<file path="config.mk">
export PLATFORM = sky130hd
export DESIGN_NAME = i2c_master_arbiter
export DESIGN_NICKNAME = d
export VERILOG_FILES = /design/src/rtl/i2c_arb_pkg.sv /design/src/rtl/i2c_master_arbiter_picker.sv /design/src/rtl/i2c_master_arbiter.sv
export SDC_FILE = /design/constraint.sdc
export NUM_CORES = 1
export LEC_CHECK = 0
export CORE_AREA = 2 2 754 756
export CTS_BUF_LIST = sky130_fd_sc_hd__clkbuf_16
export CTS_CLUSTER_DIAMETER = 40
export DETAILED_ROUTE_END_ITERATION = 10
export DIE_AREA = 0 0 756 758
export PLACE_DENSITY = 0.3
export SYNTH_ARGS = -nofsm -noshare
export SYNTH_HDL_FRONTEND = slang
export SYNTH_SLANG_ARGS = --single-unit
</file>
<file path="constraint.sdc">
create_clock -name i_clk -period 4.5 [get_ports i_clk]
set_input_delay 0.675 -clock i_clk [delete_from_list [all_inputs] [get_ports i_clk]]
set_output_delay 0.675 -clock i_clk [all_outputs]
set_load 0.1 [all_outputs]
</file>
<file path="src/rtl/i2c_arb_pkg.sv">
// Shared types and widths for the I2C master arbiter and its round-robin picker.
package i2c_arb_pkg;

    localparam int I2C_DATA_W = 256;
    localparam int I2C_ADDR_W = 8;

    typedef enum logic [1:0] {
        ST_IDLE  = 2'd0,
        ST_WAIT  = 2'd1,
        ST_RETRY = 2'd2,
        ST_RESP  = 2'd3
    } arb_state_t;

    typedef struct packed {
        logic                  rw;
        logic [I2C_ADDR_W-1:0] addr;
        logic [I2C_ADDR_W-1:0] port_f;
        logic [I2C_ADDR_W-1:0] port_s;
        logic [I2C_DATA_W-1:0] data;
    } i2c_desc_t;

endpackage

</file>
<file path="src/rtl/i2c_master_arbiter_picker.sv">
// i2c_rr_picker: combinational round-robin winner, searching upward from i_ptr+1 with wrap.
module i2c_rr_picker
    import i2c_arb_pkg::*;
#(
    parameter int NREQ  = 4,
    parameter int IDX_W = 2
) (
    input  logic [NREQ-1:0]  i_req,
    input  logic [IDX_W-1:0] i_ptr,
    output logic [NREQ-1:0]  o_grant,
    output logic [IDX_W-1:0] o_idx,
    output logic             o_any
);

    logic [IDX_W-1:0] w_cand;

    always_comb begin
        o_grant = '0;
        o_idx   = '0;
        o_any   = 1'b0;
        w_cand  = '0;
        for (int k = 1; k <= NREQ; k++) begin
            w_cand = IDX_W'((int'(i_ptr) + k) % NREQ);
            if (!o_any && i_req[w_cand]) begin
                o_any           = 1'b1;
                o_grant[w_cand] = 1'b1;
                o_idx           = w_cand;
            end
        end
    end

endmodule

</file>
<file path="src/rtl/i2c_master_arbiter.sv">
// Round-robin arbiter sharing one i2c_master between NREQ requesters.
// Define I2C_ARB_RETRY_EN to relaunch up to MAX_RETRY times after a master error.
module i2c_master_arbiter
    import i2c_arb_pkg::*;
#(
    parameter int NREQ      = 4,
    parameter int TIMEOUT   = 100000,
    parameter int MAX_RETRY = 2
) (
    input  logic                       i_clk,
    input  logic                       i_reset,
    input  logic [NREQ-1:0]            i_req_valid,
    input  logic [NREQ-1:0]            i_req_rw,
    input  logic [I2C_ADDR_W*NREQ-1:0] i_req_addr,
    input  logic [I2C_ADDR_W*NREQ-1:0] i_req_port_f,
    input  logic [I2C_ADDR_W*NREQ-1:0] i_req_port_s,
    input  logic [I2C_DATA_W*NREQ-1:0] i_req_data,
    output logic [NREQ-1:0]            o_req_ack,
    output logic                       o_resp_valid,
    output logic [$clog2(NREQ)-1:0]    o_resp_id,
    output logic                       o_resp_err,
    output logic                       o_resp_timeout,
    output logic [I2C_DATA_W-1:0]      o_resp_data,
    output logic                       o_busy,
    output logic                       o_m_enable,
    output logic                       o_m_rw,
    output logic [I2C_ADDR_W-1:0]      o_m_addr,
    output logic [I2C_ADDR_W-1:0]      o_m_port_addr_f,
    output logic [I2C_ADDR_W-1:0]      o_m_port_addr_s,
    output logic [I2C_DATA_W-1:0]      o_m_data_in,
    input  logic                       i_m_done,
    input  logic                       i_m_err,
    input  logic [I2C_DATA_W-1:0]      i_m_data_out
);

    localparam int               IDX_W    = $clog2(NREQ);
    localparam int               CNT_W    = $clog2(TIMEOUT + 1);
    localparam logic [CNT_W-1:0] CNT_LAST = CNT_W'(TIMEOUT - 1);
    localparam logic [IDX_W-1:0] PTR_RST  = IDX_W'(NREQ - 1);

    arb_state_t             r_state, w_state;
    logic [IDX_W-1:0]       r_rr_ptr, w_rr_ptr;
    i2c_desc_t              r_desc, w_desc;
    logic                   r_m_enable, w_m_enable;
    logic [CNT_W-1:0]       r_cnt, w_cnt;
    logic [NREQ-1:0]        r_req_ack, w_req_ack;
    logic                   r_resp_valid, w_resp_valid;
    logic [IDX_W-1:0]       r_resp_id, w_resp_id;
    logic                   r_resp_err, w_resp_err;
    logic                   r_resp_timeout, w_resp_timeout;
    logic [I2C_DATA_W-1:0]  r_resp_data, w_resp_data;

    logic [NREQ-1:0]        w_grant_oh;
    logic [IDX_W-1:0]       w_grant_idx;
    logic                   w_any;
    logic                   w_retry_ok;

`ifdef I2C_ARB_RETRY_EN
    localparam int          RETRY_W = $clog2(MAX_RETRY + 2);
    logic [RETRY_W-1:0]     r_retry, w_retry;
    assign w_retry_ok = (r_retry < RETRY_W'(MAX_RETRY));
`else
    // Retries compiled out: every master error is reported immediately.
    assign w_retry_ok = (MAX_RETRY < 0);
`endif

    i2c_rr_picker #(
        .NREQ  (NREQ),
        .IDX_W (IDX_W)
    ) u_picker (
        .i_req   (i_req_valid),
        .i_ptr   (r_rr_ptr),
        .o_grant (w_grant_oh),
        .o_idx   (w_grant_idx),
        .o_any   (w_any)
    );

    always_comb begin
        w_state        = r_state;
        w_rr_ptr       = r_rr_ptr;
        w_desc         = r_desc;
        w_m_enable     = r_m_enable;
        w_cnt          = r_cnt;
        w_req_ack      = '0;
        w_resp_valid   = 1'b0;
        w_resp_id      = '0;
        w_resp_err     = 1'b0;
        w_resp_timeout = 1'b0;
        w_resp_data    = '0;
`ifdef I2C_ARB_RETRY_EN
        w_retry        = r_retry;
`endif
        case (r_state)
            ST_IDLE: begin
                if (w_any) begin
                    w_desc.rw     = i_req_rw[w_grant_idx];
                    w_desc.addr   = i_req_addr[int'(w_grant_idx)*I2C_ADDR_W +: I2C_ADDR_W];
                    w_desc.port_f = i_req_port_f[int'(w_grant_idx)*I2C_ADDR_W +: I2C_ADDR_W];
                    w_desc.port_s = i_req_port_s[int'(w_grant_idx)*I2C_ADDR_W +: I2C_ADDR_W];
                    w_desc.data   = i_req_data[int'(w_grant_idx)*I2C_DATA_W +: I2C_DATA_W];
                    w_req_ack     = w_grant_oh;
                    w_m_enable    = 1'b1;
                    w_cnt         = '0;
                    w_rr_ptr      = w_grant_idx;
                    w_state       = ST_WAIT;
`ifdef I2C_ARB_RETRY_EN
                    w_retry       = '0;
`endif
                end
            end
            ST_WAIT: begin
                // Error wins over done when both arrive together.
                if (i_m_err) begin
                    w_m_enable = 1'b0;
                    if (w_retry_ok) begin
                        w_state = ST_RETRY;
                    end else begin
                        w_state      = ST_RESP;
                        w_resp_valid = 1'b1;
                        w_resp_id    = r_rr_ptr;
                        w_resp_err   = 1'b1;
                    end
                end else if (i_m_done) begin
                    w_m_enable   = 1'b0;
                    w_state      = ST_RESP;
                    w_resp_valid = 1'b1;
                    w_resp_id    = r_rr_ptr;
                    w_resp_data  = r_desc.rw ? i_m_data_out : '0;
                end else if (r_cnt == CNT_LAST) begin
                    w_m_enable     = 1'b0;
                    w_state        = ST_RESP;
                    w_resp_valid   = 1'b1;
                    w_resp_id      = r_rr_ptr;
                    w_resp_err     = 1'b1;
                    w_resp_timeout = 1'b1;
                end else if (r_cnt != '1) begin
                    w_cnt = r_cnt + 1'b1;
                end
            end
`ifdef I2C_ARB_RETRY_EN
            ST_RETRY: begin
                w_retry    = r_retry + 1'b1;
                w_cnt      = '0;
                w_m_enable = 1'b1;
                w_state    = ST_WAIT;
            end
`endif
            ST_RESP: w_state = ST_IDLE;
            default: w_state = ST_IDLE;
        endcase
    end

    always_ff @(posedge i_clk) begin
        if (i_reset) begin
            r_state        <= ST_IDLE;
            r_rr_ptr       <= PTR_RST;
            r_desc         <= '0;
            r_m_enable     <= 1'b0;
            r_cnt          <= '0;
            r_req_ack      <= '0;
            r_resp_valid   <= 1'b0;
            r_resp_id      <= '0;
            r_resp_err     <= 1'b0;
            r_resp_timeout <= 1'b0;
            r_resp_data    <= '0;
`ifdef I2C_ARB_RETRY_EN
            r_retry        <= '0;
`endif
        end else begin
            r_state        <= w_state;
            r_rr_ptr       <= w_rr_ptr;
            r_desc         <= w_desc;
            r_m_enable     <= w_m_enable;
            r_cnt          <= w_cnt;
            r_req_ack      <= w_req_ack;
            r_resp_valid   <= w_resp_valid;
            r_resp_id      <= w_resp_id;
            r_resp_err     <= w_resp_err;
            r_resp_timeout <= w_resp_timeout;
            r_resp_data    <= w_resp_data;
`ifdef I2C_ARB_RETRY_EN
            r_retry        <= w_retry;
`endif
        end
    end

    assign o_req_ack       = r_req_ack;
    assign o_resp_valid    = r_resp_valid;
    assign o_resp_id       = r_resp_id;
    assign o_resp_err      = r_resp_err;
    assign o_resp_timeout  = r_resp_timeout;
    assign o_resp_data     = r_resp_data;
    assign o_busy          = (r_state != ST_IDLE);
    assign o_m_enable      = r_m_enable;
    assign o_m_rw          = r_desc.rw;
    assign o_m_addr        = r_desc.addr;
    assign o_m_port_addr_f = r_desc.port_f;
    assign o_m_port_addr_s = r_desc.port_s;
    assign o_m_data_in     = r_desc.data;

endmodule

</file>
---- Yosys cells after proc, flatten, opt, wreduce, memory -nomap -nowiden ----
Index checks and enable logic that the tools add are counted.
word-level totals
  flip-flop bits (word level) ............. 568
  latch bits .............................. 0
  bits in writable memories ............... 0
  bits in read-only memories .............. 0
  bits of input ports ..................... 1,388
  output and inout bits ................... 548
  logic and storage cells ................. 125
  memories ................................ 0
operators by class
  add/sub/neg operators ................... 5
  $mul .................................... 0
  div/mod/pow operators ................... 0
  $lt $le $gt $ge ......................... 9
  equality and inequality tests ........... 9
  shift operators ......................... 4
  muxes and demuxes ....................... 54
  bitwise gates (word level) .............. 8
  reduce and logical (&&, ||, !) cells .... 21
operator list
  operator                 count
  $shiftx A1024 B11 Y256   1
  $shiftx A32 B6 Y8        3
  $mux W17                 5
  $pmux W17 S2             1
  $mux W1                  22
  $mux W2                  11
  $add A17 B1 Y17 const B  1
  $eq A17 B17 Y1 const B   1
  $ne A17 B17 Y1 const B   1
  $mux W4                  4
  $lt A2 B3 Y1 const B     5
  $or A4 B4 Y4             3
  $bmux W1 S2              5
  $demux W1 S2             4
  $ge A2 B1 Y1 const B     4
  $ne A2 B2 Y1 const B     4
  $logic_and A1 B1 Y1      7
  $reduce_and A6 Y1        1
  $reduce_or A3 Y1         2
  $not A1 Y1               5
  $reduce_or A5 Y1         1
  $add A2 B1 Y2 const B    2
  $add A2 B2 Y2 const B    2
  $ne A4 B4 Y1 const B     1
  other kinds (10)         14

---- Depth between registers and ports, before layout ----
Gate-level depths: netlist of run 1.
  depth after elaboration ................. 15
  gate-level depth with buffers ........... 15
  mapped depth without buffers ............ 7

---- By module ----
Synthesis of run 1 repeated with hierarchy kept, for this count alone.
unflattened totals
  cell total of the unflattened synthesis .. 2,534
  area, all modules ....................... 25,250.5 sq um
by module, submodules not included
  module              times used  cells each  area each (sq um)
  i2c_master_arbiter  1           2,448       24,621.1
  i2c_rr_picker       1           86          629.4

---- Worst setup path after synthesis of run 1 ----
OpenSTA, ideal clock, no wires.
  kind .................................... reg2reg
  start ................................... register r_rr_ptr[0]
  end ..................................... register r_desc, in the netlist o_m_data_in[63]
  library setup time ...................... 0.138 ns
  data arrival time ....................... 3.351 ns
  required time ........................... 4.362 ns
  setup slack ............................. 1.012 ns
  cell stages (with the launch flop) ...... 15
  buffers on the path ..................... 7
  period minus slack after synthesis ...... 3.488 ns
  path through ............................ dfxtp_1 > buf_6 > inv_2 > clkbuf_1 > clkbuf_1 > ha_1 > mux2i_1 > o211a_1 > buf_2 > clkbuf_1 > clkbuf_1 > clkbuf_1 > a21boi_0 > a211oi_2 > o221ai_1
between the ends
  cells in the longest elaborated chain, start to end .. 14
  elaborated cells between the ends (all ways) .. 28
RTL lines
  element                                                             RTL line                         text
  start: declaration                                                  i2c_master_arbiter.sv:42         logic [IDX_W-1:0] r_rr_ptr, w_rr_ptr;
  start signal: assignment                                            i2c_master_arbiter.sv:171        r_rr_ptr <= w_rr_ptr;
  $add A2 B1 Y2                                                       i2c_master_arbiter_picker.sv:23  w_cand = IDX_W'((int'(i_ptr) + k) % NREQ);
  $bmux W1 S2                                                         i2c_master_arbiter_picker.sv:24  if (!o_any && i_req[w_cand]) begin
  $mux W1 (implied by the code)                                       i2c_master_arbiter_picker.sv:24
  $mux W1                                                             i2c_master_arbiter_picker.sv:24
  $logic_not A1 Y1                                                    i2c_master_arbiter_picker.sv:24
  $logic_and A1 B1 Y1                                                 i2c_master_arbiter_picker.sv:24
  $mux W1                                                             i2c_master_arbiter_picker.sv:24
  $logic_not A1 Y1                                                    i2c_master_arbiter_picker.sv:24
  $logic_and A1 B1 Y1                                                 i2c_master_arbiter_picker.sv:24
  $mux W1                                                             i2c_master_arbiter_picker.sv:24
  $logic_not A1 Y1                                                    i2c_master_arbiter_picker.sv:24
  $logic_and A1 B1 Y1                                                 i2c_master_arbiter_picker.sv:24
  $mux W2 / $mux W1 (equally long branches)                           i2c_master_arbiter_picker.sv:24
  $shiftx A1024 B11 Y256 / $reduce_and A2 Y1 (equally long branches)  -
  end signal: assignment                                              i2c_master_arbiter.sv:172        r_desc <= w_desc;
  end: declaration                                                    i2c_master_arbiter.sv:43         i2c_desc_t r_desc, w_desc;
Parallel ways exist; a longest one is shown, timed or not. The select of a mux whose other input is x is not followed.
A chain may end at the register's enable or synchronous reset.

---- Worst setup path in the final report of run 1 ----
  start ................................... register r_rr_ptr[0]
  end ..................................... register r_desc, in the netlist o_m_port_addr_s[2]
between the ends
  cells in the longest elaborated chain, start to end .. 14
  elaborated cells between the ends (all ways) .. 28
RTL lines
  element                                                        RTL line
  $add A2 B1 Y2                                                  i2c_master_arbiter_picker.sv:23
  $bmux W1 S2                                                    i2c_master_arbiter_picker.sv:24
  $mux W1 (implied by the code)                                  i2c_master_arbiter_picker.sv:24
  $mux W1                                                        i2c_master_arbiter_picker.sv:24
  $logic_not A1 Y1                                               i2c_master_arbiter_picker.sv:24
  $logic_and A1 B1 Y1                                            i2c_master_arbiter_picker.sv:24
  $mux W1                                                        i2c_master_arbiter_picker.sv:24
  $logic_not A1 Y1                                               i2c_master_arbiter_picker.sv:24
  $logic_and A1 B1 Y1                                            i2c_master_arbiter_picker.sv:24
  $mux W1                                                        i2c_master_arbiter_picker.sv:24
  $logic_not A1 Y1                                               i2c_master_arbiter_picker.sv:24
  $logic_and A1 B1 Y1                                            i2c_master_arbiter_picker.sv:24
  $mux W2 / $mux W1 (equally long branches)                      i2c_master_arbiter_picker.sv:24
  $shiftx A32 B6 Y8 / $reduce_and A2 Y1 (equally long branches)  -
Parallel ways exist; a longest one is shown, timed or not. The select of a mux whose other input is x is not followed.

==> results.rst, run 1 <==
.. list-table::
   :header-rows: 1

   * - Metric
     - Value
   * - Sequential-to-total area share from yosys stat
     - 30.2%
   * - Critical Path RT
     - 5.12 ns
   * - Count of unique library cells instantiated by Yosys
     - 49
   * - Worst-path maximum fanout
     - 126
   * - Power per standard cell area
     - 769 nW/um^2
   * - Total wire length
     - 458,000 um
   * - Destination of the worst register-to-register timing path
     - o_m_port_addr_s[2]
   * - Async S/R FF share, synth
     - 0%
   * - Number of failing setup endpoints in the final timing report
     - 0
   * - Area of the placeable core
     - 564,000 um^2
   * - Worst hold path class
     - primary input to register
   * - Number of nets with antenna violations after detailed routing
     - 0
   * - Minimum period implied by the final worst setup slack
     - 4.09 ns
   * - Gr ovfl total
     - 0
   * - Total setup buffers inserted after CTS
     - 0
   * - Horizontal die dimension
     - 756 um
   * - Dominant cells by area after synthesis
     - sky130_fd_sc_hd__dfxtp_1, sky130_fd_sc_hd__a21boi_0, sky130_fd_sc_hd__and3_1, sky130_fd_sc_hd__a211oi_1, sky130_fd_sc_hd__nand2_1
   * - Number of storage elements in the synthesis netlist
     - 568
   * - Number of pins exceeding their max-slew limit in the final report
     - 0
   * - F_max
     - 0.244 GHz
   * - Share of final-layout standard cells stronger than drive strength 1
     - 15.2%
   * - Chip height
     - 758 um
   * - Hold Crit Depth
     - 2
   * - Number of enable-type register cells in the synthesized netlist
     - 0
   * - Master of the slowest instance on the critical path
     - sky130_fd_sc_hd__a211oi_2
   * - Quantity of gates resized following cts
     - 0
   * - Slew headroom
     - 13.8%
   * - Netlist area before placement
     - 37,700 um^2
   * - Cell with the most instances after synthesis
     - sky130_fd_sc_hd__nand2_1
   * - Avg Synthesized Cell Area
     - 7.53 um^2
   * - CTS buffer count
     - 194
   * - GP Congestion
     - 0.801
   * - Vias in the first global route
     - 48,200
   * - Wire length of the first global-routing pass
     - 562,000 um
   * - Router iterations before antenna repair
     - 5
   * - Max-cap viol count
     - 0
   * - Net count after synthesis
     - 6,399
   * - Reg-to-reg setup timing slack
     - 0.41 ns
   * - Final Hold Fails
     - 0
   * - Endpoint of the worst hold path
     - o_resp_data[229]
   * - Initial antenna violation count
     - 229
   * - Pin count of the biggest net entering global routing
     - 188
   * - Unrepaired setup endpoints after global routing
     - false
   * - CTS hold repair buffers
     - 0
   * - I/O Pins
     - 1,936
   * - Number of placement rows
     - 276
   * - Clock latency of the later-clocked register in the worst-skew pair
     - 0.91 ns
   * - Biggest area consumer among synthesized cells
     - sky130_fd_sc_hd__dfxtp_1
   * - Post-route total power
     - 56.1 mW
   * - CTS tree
     - built
   * - CP cell instances
     - inv_8 -> ha_1 -> mux4_2 -> nand2b_4 -> buf_12 -> buf_12 -> a21boi_0 -> a211oi_2 -> o221ai_1
   * - Reg2Reg Launch Point
     - r_rr_ptr[0]
   * - Number of cells traversed by the worst register-to-register path
     - 9
   * - Vias per Instance
     - 3.33
   * - IR Drop Worst-Case VDD
     - 592 uV
   * - CP dominant cell by count
     - sky130_fd_sc_hd__buf_12
   * - Worst Hold Launch
     - i_m_data_out[229]
   * - Outcome
     - finished clean
   * - WP data arrival
     - 4.72 ns
   * - Worst Tran Pin Value
     - 1.29 ns
   * - Worst setup skew after layout
     - 0.121 ns
   * - Slowest stage delay, CP
     - 0.98 ns
   * - P&R area growth vs syn
     - 93.7%
   * - Final period util
     - 91.0%
   * - Post-route DRC
     - 0
   * - Total half-perimeter wirelength after legalization and detailed placement
     - 386,000 um
   * - H-Tree Level Count
     - 4
   * - Kind of start point of the critical path
     - register
   * - Count of non-filler cells in the finished layout
     - 14,600
   * - GRT Overall Usage
     - 15.2%
   * - Number of placed cells counting well taps
     - 14,100
   * - Number of instances in the synthesized netlist
     - 5,001
   * - Number of violations reported at the end of detailed-routing iteration 0
     - 2,881
   * - Main synth FF type
     - sky130_fd_sc_hd__dfxtp_1
   * - Number of nets in the finished design
     - 8,189
   * - Maximum clock path buffer count
     - 4
   * - WL/cell
     - 31.4 um
   * - Number of port buffers
     - 1,935
   * - Most used standard cells in the synthesized netlist
     - sky130_fd_sc_hd__nand2_1, sky130_fd_sc_hd__a21oi_1, sky130_fd_sc_hd__clkbuf_1
   * - Effective utilization at floorplan
     - 6.68%
   * - Crit Path Class
     - register to register
   * - Synth Warn #
     - 0
   * - CTS clk-pin slew, worst paths
     - 0.05 ns
   * - Nature of the critical path endpoint
     - register
   * - # clock sinks
     - 568
   * - Share of Yosys cell area claimed by the top area cell type
     - 30.2%
   * - Leakage power summed over all cells
     - 26.5 nW
   * - Routed via count
     - 48,500
   * - Die ar.
     - 573,000 um^2
   * - Cell at the root of the clock tree
     - sky130_fd_sc_hd__clkbuf_16
-- placed cells by master (no fill, tap or decap), types with 123 or more instances in the layout --
| cell type | n |
|---|---|
| sky130_fd_sc_hd__a211oi_1 | 417 |
| sky130_fd_sc_hd__and3_1 | 563 |
| sky130_fd_sc_hd__a21boi_0 | 561 |
| sky130_fd_sc_hd__clkbuf_16 | 195 |
| sky130_fd_sc_hd__nand2_1 | 861 |
| sky130_fd_sc_hd__a211oi_2 | 123 |
| sky130_fd_sc_hd__dfxtp_1 | 568 |
| sky130_fd_sc_hd__buf_4 | 504 |
| sky130_fd_sc_hd__and2_1 | 256 |
| sky130_fd_sc_hd__clkdlybuf4s50_1 | 1630 |
| sky130_fd_sc_hd__a21oi_1 | 583 |
| sky130_fd_sc_hd__o221ai_1 | 281 |
-- power by group --
group          switching, mW  internal, mW
Sequential              1.24          6.33
Clock                   4.49          8.67
Combinational           26.2          9.18
Total                   31.9          24.2
-- final cells by class --
cell class / count / area (um^2)
sequential: 568 / 11400
tap: 7506 / 9390
multi-input combinational: 3788 / 24100
timing repair buffer: 2228 / 21600
antenna: 101 / 253
clock buffer: 195 / 4880
fill: 64800 / 491000
clock inverter: 153 / 1310
inverter: 11 / 48.8
-- worst max-delay path, delay by kind of cell (launching register included) --
kind                     cells  cell delay [ns]
AND/OR/NAND/NOR              1             0.20
AO/OA/AOI/OAI                3             1.44
buffers and inverters        3             0.78
adder cells (fa/ha/maj)      1             0.48
multiplexers                 1             0.41
flip-flops                   1             0.42
-- how the worst max path moves through the flow --
stage / end / slack, ns / startpoint / cells after the start
after global placement: o_m_data_in[127] / -0.52 / i_req_valid[1] / 7
after floorplan: o_m_data_in[63] / 1.01 / r_rr_ptr[0] / 14
after global routing: o_m_port_addr_s[3] / 0.17 / r_rr_ptr[0] / 9
after CTS: o_m_port_addr_s[3] / 0.19 / r_rr_ptr[0] / 9
after detailed placement: o_m_port_addr_s[3] / -0.05 / i_req_valid[3] / 8
final: o_m_port_addr_s[2] / 0.41 / r_rr_ptr[0] / 9
-- per-layer routing --
layer  vias up  GRT usage (%)  share of wire, %
li1      22100              -                 -
met1     23600           14.4                33
met2      2031           29.7                54
met3       648           5.87               9.1
met4        96           4.66               3.3
met5         -              0              0.15
-- per-stage QoR --
stage	cell area [um^2]	setup TNS (ns)	worst slack, ns	hold WS (ns)	utilization [%]
3_5_place_dp	66500	-0.0616	-0.0515	0.447	11.8
6_report	73000	0	0.405	0.323	12.9
2_1_floorplan	37700	0	1.01	0.444	-
4_1_cts	72700	0	0.187	0.191	12.9
3_3_place_gp	66500	-1.07	-0.522	0.439	11.8
5_1_grt	72900	0	0.166	0.246	12.9
-- sequential cells by signal, indices dropped and copies added (netlist names) --
register,cells
o_resp_err,1
o_m_enable,1
o_resp_id,2
r_rr_ptr,2
o_resp_data,256
o_m_port_addr_f,8
r_cnt,17
r_state,2
o_req_ack,4
o_m_port_addr_s,8
o_m_addr,8
o_m_data_in,256
o_resp_valid,1
o_resp_timeout,1
o_m_rw,1
-- cell families after synthesis --
| logic type | count (synthesis) | share of synthesized area, % |
|---|---|---|
| XOR/XNOR | 1 | 0.0233 |
| adder cells (fa/ha/maj) | 10 | 0.332 |
| buffers and inverters | 645 | 6.99 |
| AO/OA/AOI/OAI | 2018 | 38.7 |
| multiplexers | 12 | 0.395 |
| AND/OR/NAND/NOR | 1747 | 23.3 |
| flip-flops | 568 | 30.2 |
(Power assumes the default switching activity.)
==> run 2, diff against run 1 <==
--- a/config.mk
+++ b/config.mk
@@ -5,11 +5,13 @@
 export SDC_FILE = /design/constraint.sdc
 export NUM_CORES = 1
 export LEC_CHECK = 0
-export CORE_AREA = 2 2 754 756
+export ABC_AREA = 1
+export CORE_AREA = 2 2 758 760
 export CTS_BUF_LIST = sky130_fd_sc_hd__clkbuf_16
 export CTS_CLUSTER_DIAMETER = 40
+export CTS_CLUSTER_SIZE = 40
 export DETAILED_ROUTE_END_ITERATION = 10
-export DIE_AREA = 0 0 756 758
+export DIE_AREA = 0 0 760 762
 export PLACE_DENSITY = 0.3
 export SYNTH_ARGS = -nofsm -noshare
 export SYNTH_HDL_FRONTEND = slang
==> run 2 against run 1 <==
  * Hold slack worse by 0.040 ns
  * Synthesized cell count down 14%
  * Cell count down 4.1%
  * Wire length down 8.2%
  * Clock power up 5%
  * Critical path type unchanged
==> results.rst, run 2 <==
.. list-table::
   :header-rows: 1

   * - Metric
     - Value
   * - Outcome
     - finished clean
   * - Relative contribution of combinational cells to total power
     - 58.4% (-4.6 points)
   * - CTS buffer count
     - 200 (+3.1%)
   * - Synth Warn #
     - 0 (unchanged)
   * - Post-route total power
     - 49.1 mW (-12%)
   * - WL/cell
     - 30.1 um (-4.2%)
   * - CP cell instances
     - inv_1 -> ha_1 -> inv_1 -> nand2_2 -> nand2_4 -> nor2_4 -> nand3_1 -> a21oi_4 -> buf_12 -> nand3_1 -> buf_4 -> nand3_1 -> nand2_1
   * - P&R area growth vs syn
     - 123%
   * - Clock network fraction of design power
     - 28.3% (+4.8 points)
   * - Unrepaired setup endpoints after global routing
     - false
   * - Share of final-layout standard cells stronger than drive strength 1
     - 12.7% (-2.4 points)
   * - GP Congestion
     - 0.901 (+12%)
   * - Setup slack after placement
     - 0.195 ns (+0.247 ns)
   * - Cell with the most instances after synthesis
     - sky130_fd_sc_hd__nand2_1
   * - Share of Yosys cell area claimed by the top area cell type
     - 40.1% (+9.9 points)
   * - Worst Hold Launch
     - i_m_data_out[5]
   * - Minimum period implied by the final worst setup slack
     - 4.00 ns (-0.0958 ns)
   * - I/O Pins
     - 1,936 (unchanged)
   * - F_max
     - 0.250 GHz (+2.4%)
   * - Reg2Reg Launch Point
     - r_rr_ptr[1]
   * - Cell at the root of the clock tree
     - sky130_fd_sc_hd__clkbuf_16
   * - Slew headroom
     - 17.0% (+3.2 points)
   * - Number of placement rows
     - 278 (+0.72%)
   * - Worst setup skew after layout
     - 0.118 ns (-0.00273 ns)
   * - WP data arrival
     - 4.76 ns (+0.04 ns)
   * - Total half-perimeter wirelength after legalization and detailed placement
     - 367,000 um (-5.0%)
   * - Crit path setup slack, layout
     - 0.501 ns (+0.0958 ns)
   * - Area of combinational cells with multiple inputs
     - 14,200 um^2 (-41%)
   * - Total setup buffers inserted after CTS
     - 0 (unchanged)
   * - Worst hold path class
     - primary input to register
   * - Combinational family with the most area after synthesis
     - simple AND/OR/NAND/NOR gates
   * - Most common cell after layout, fill and taps aside
     - sky130_fd_sc_hd__clkdlybuf4s50_1
   * - Die ar.
     - 579,000 um^2 (+1.1%)
   * - Nature of the critical path endpoint
     - register
   * - Routed via count
     - 40,800 (-16%)
   * - Power per standard cell area
     - 778 nW/um^2 (+1.2%)
   * - Post-synthesis share of cell area spent on full adders, half adders and majority gates
     - 0.441% (+0.11 points)
   * - Switching fraction of total power
     - 54.5% (-2.4 points)
   * - Worst-path maximum fanout
     - 82 (-35%)
   * - H-Tree Level Count
     - 4 (unchanged)
   * - Share of the synthesized area in compound gates (AO/OA/AOI/OAI)
     - 0.896% (-38 points)
   * - Filler Cells Inserted
     - 66,600 (+2.8%)
   * - Proportion of synthesized area in mux cells
     - 0% (-0.40 points)
   * - Number of failing setup endpoints in the final timing report
     - 0 (unchanged)
   * - Area of the placeable core
     - 571,000 um^2 (+1.2%)
   * - Destination of the worst register-to-register timing path
     - o_m_port_addr_f[3]
   * - Most used cells in the layout excluding fill and tap cells
     - sky130_fd_sc_hd__clkdlybuf4s50_1, sky130_fd_sc_hd__nand2_1, sky130_fd_sc_hd__nand3_1, sky130_fd_sc_hd__nand4_1, sky130_fd_sc_hd__dfxtp_1
   * - Dominant cells by area after synthesis
     - sky130_fd_sc_hd__dfxtp_1, sky130_fd_sc_hd__nand2_1, sky130_fd_sc_hd__nand3_1, sky130_fd_sc_hd__nand4_1, sky130_fd_sc_hd__nor2_1
   * - Netlist area before placement
     - 28,400 um^2 (-25%)
   * - Number of pins exceeding their max-slew limit in the final report
     - 0 (unchanged)
   * - CTS hold repair buffers
     - 0 (unchanged)
   * - Post-placement cell area
     - 56,500 um^2 (-15%)
   * - Final period util
     - 88.9% (-2.1 points)
   * - # clock sinks
     - 568 (unchanged)
   * - Number of violations reported at the end of detailed-routing iteration 0
     - 2,940 (+2.0%)
   * - Leakage power summed over all cells
     - 25.3 nW (-4.5%)
   * - Endpoint of the worst hold path
     - o_resp_data[5]
   * - Kind of start point of the critical path
     - register
   * - Parity-gate share of the synthesized area counting xor and xnor cells
     - 0.278% (+0.25 points)
   * - Sequential standard cell area
     - 11,400 um^2 (unchanged)
   * - Maximum clock path buffer count
     - 4 (unchanged)
   * - Number of port buffers
     - 1,935 (unchanged)
   * - Max-cap viol count
     - 0 (unchanged)
   * - Most used standard cells in the synthesized netlist
     - sky130_fd_sc_hd__nand2_1, sky130_fd_sc_hd__nand3_1, sky130_fd_sc_hd__dfxtp_1, sky130_fd_sc_hd__nand4_1, sky130_fd_sc_hd__nor2_1
   * - Sequential-to-total area share from yosys stat
     - 40.1% (+9.9 points)
   * - Net count after synthesis
     - 5,676 (-11%)
   * - Number of instances in the synthesized netlist
     - 4,278 (-14%)
   * - Master of the slowest instance on the critical path
     - sky130_fd_sc_hd__nand3_1
   * - Slowest stage delay, CP
     - 0.56 ns (-0.42 ns)
   * - Biggest area consumer among synthesized cells
     - sky130_fd_sc_hd__dfxtp_1
   * - Gr ovfl total
     - 0 (unchanged)
   * - Number of cells traversed by the worst register-to-register path
     - 13 (+4)
   * - Main synth FF type
     - sky130_fd_sc_hd__dfxtp_1
   * - Internal power component
     - 22.4 mW (-7.5%)
   * - Number of enable-type register cells in the synthesized netlist
     - 0 (unchanged)
   * - CP dominant cell by count
     - sky130_fd_sc_hd__nand3_1
   * - Post-route DRC
     - 0 (unchanged)
   * - Hold Crit Depth
     - 3 (+1)
   * - Initial antenna violation count
     - 243 (+6.1%)
   * - Sequential cell fraction of total power
     - 13.3% (-0.2 points)
   * - GRT Overall Usage
     - 13.9% (-1.3 points)
   * - Basic-gate share of the synthesized area counting and, or, nand and nor cells
     - 48.1% (+25 points)
   * - Wire length of the first global-routing pass
     - 513,000 um (-8.9%)
   * - Router iterations before antenna repair
     - 6 (+1)
   * - CTS tree
     - built
   * - CTS clk-pin slew, worst paths
     - 0.05 ns (about the same)
   * - Quantity of gates resized following cts
     - 0 (unchanged)
   * - Clock latency of the later-clocked register in the worst-skew pair
     - 0.91 ns (about the same)
   * - Crit Path Class
     - register to register
   * - Count of unique library cells instantiated by Yosys
     - 33 (-33%)
   * - Post-route standard cell area excluding fillers
     - 63,100 um^2 (-13%)
   * - Switching power of the nets
     - 26.7 mW (-16%)
   * - Number of storage elements in the synthesis netlist
     - 568 (unchanged)
   * - Number of nets in the finished design
     - 7,585 (-7.4%)
   * - Chip height
     - 762 um (+0.53%)
   * - Vias per Instance
     - 2.92 (-12%)
   * - Number of nets with antenna violations after detailed routing
     - 0 (unchanged)
   * - Final TNS setup
     - 0 ns (unchanged)
   * - Critical Path RT
     - 5.26 ns (+0.14 ns)
   * - Async S/R FF share, synth
     - 0% (unchanged)
   * - Final Hold Fails
     - 0 (unchanged)
   * - IR Drop Worst-Case VDD
     - 557 uV (-5.8%)
   * - Avg Synthesized Cell Area
     - 6.63 um^2 (-12%)
   * - Effective utilization at floorplan
     - 4.97% (-1.7 points)
   * - Pin count of the biggest net entering global routing
     - 84 (-55%)
   * - Horizontal die dimension
     - 760 um (+0.53%)
   * - Total wire length
     - 420,000 um (-8.2%)
   * - Reg-to-reg setup timing slack
     - 0.50 ns (+0.10 ns)
   * - Worst Tran Pin Value
     - 1.24 ns (-0.0483 ns)
   * - Vias in the first global route
     - 41,500 (-14%)
## run 2: cell count changes in the layout (fill, tap and decap cells not counted), moves of 417 or more
cell	change
sky130_fd_sc_hd__a211oi_1	-417
sky130_fd_sc_hd__a21boi_0	-560
sky130_fd_sc_hd__a21oi_1	-561
sky130_fd_sc_hd__and3_1	-563
sky130_fd_sc_hd__nand3_1	+853
sky130_fd_sc_hd__nand4_1	+564
## run 2: kinds of logic (layout without fill, tap and decap cells)
logic type,count (synthesis),after routing
simple gates,2948,2948
buf+inv,700,2767
flops,568,568
compound gates,43,43
fa+ha+maj,10,10
xor+xnor,9,9
other cells,0,49
## run 2: layout make-up
cell class / instances / area share [%]
diodes: 49 / 0.194
clock buffers: 201 / 7.97
clock inverters: 159 / 2.39
inverters: 293 / 1.76
multi-input cells: 3010 / 22.4
flip-flops and latches: 568 / 18.0
well taps: 7560 / 15.0
repair buffers: 2114 / 32.3
## run 2: through the flow
step	util (%)	hold slack, ns	instances
floorplan	-	0.466	4278
global route	11.0	0.215	13900
detailed placement	9.88	0.438	13500
finish	11.1	0.283	14000
CTS	11.0	0.161	13900
global placement	9.88	0.435	13500
## run 2: power groups by stage
| stage | combinational, mW | clock (mW) | sequential, mW |
|---|---|---|---|
| 5_1_grt | 30.9 | 14.6 | 6.62 |
| 2_1_floorplan | 10.9 | 0 | 11.7 |
| 3_5_place_dp | 29.4 | 0 | 6.64 |
| 4_1_cts | 29.4 | 14.4 | 6.57 |
| 3_3_place_gp | 29.5 | 0 | 6.63 |
| 6_report | 28.7 | 13.9 | 6.54 |
## run 2: worst max path at each step
stage	depth (start not counted)	from	slack, ns	end
floorplan	12	r_rr_ptr[1]	2.10	o_m_data_in[19]
global placement	14	i_req_valid[2]	0.13	o_m_port_addr_f[3]
detailed placement	14	i_req_valid[0]	0.20	o_m_port_addr_f[3]
CTS	13	r_rr_ptr[1]	0.25	o_m_port_addr_f[3]
global route	13	r_rr_ptr[1]	0.005	o_m_port_addr_f[3]
finish	13	r_rr_ptr[1]	0.50	o_m_port_addr_f[3]
## run 2: critical path: cells and delay by family, from the launching register on
family                     cells  cell delay, ns
and+or+nand+nor                7            1.24
buffers and inverters          4            1.07
DFF                            1            0.49
adders and majority gates      1            0.48
AOI/OAI and AO/OA              1            0.34
## run 2: metal layers
metal  up-vias  GRT usage, %  wire length [um]
met5         -             0               536
met4        84          3.14             11900
met2      2344          21.1            177000
met1     19400          16.1            168000
met3       682          9.10             62900
li1      18300             -                 -
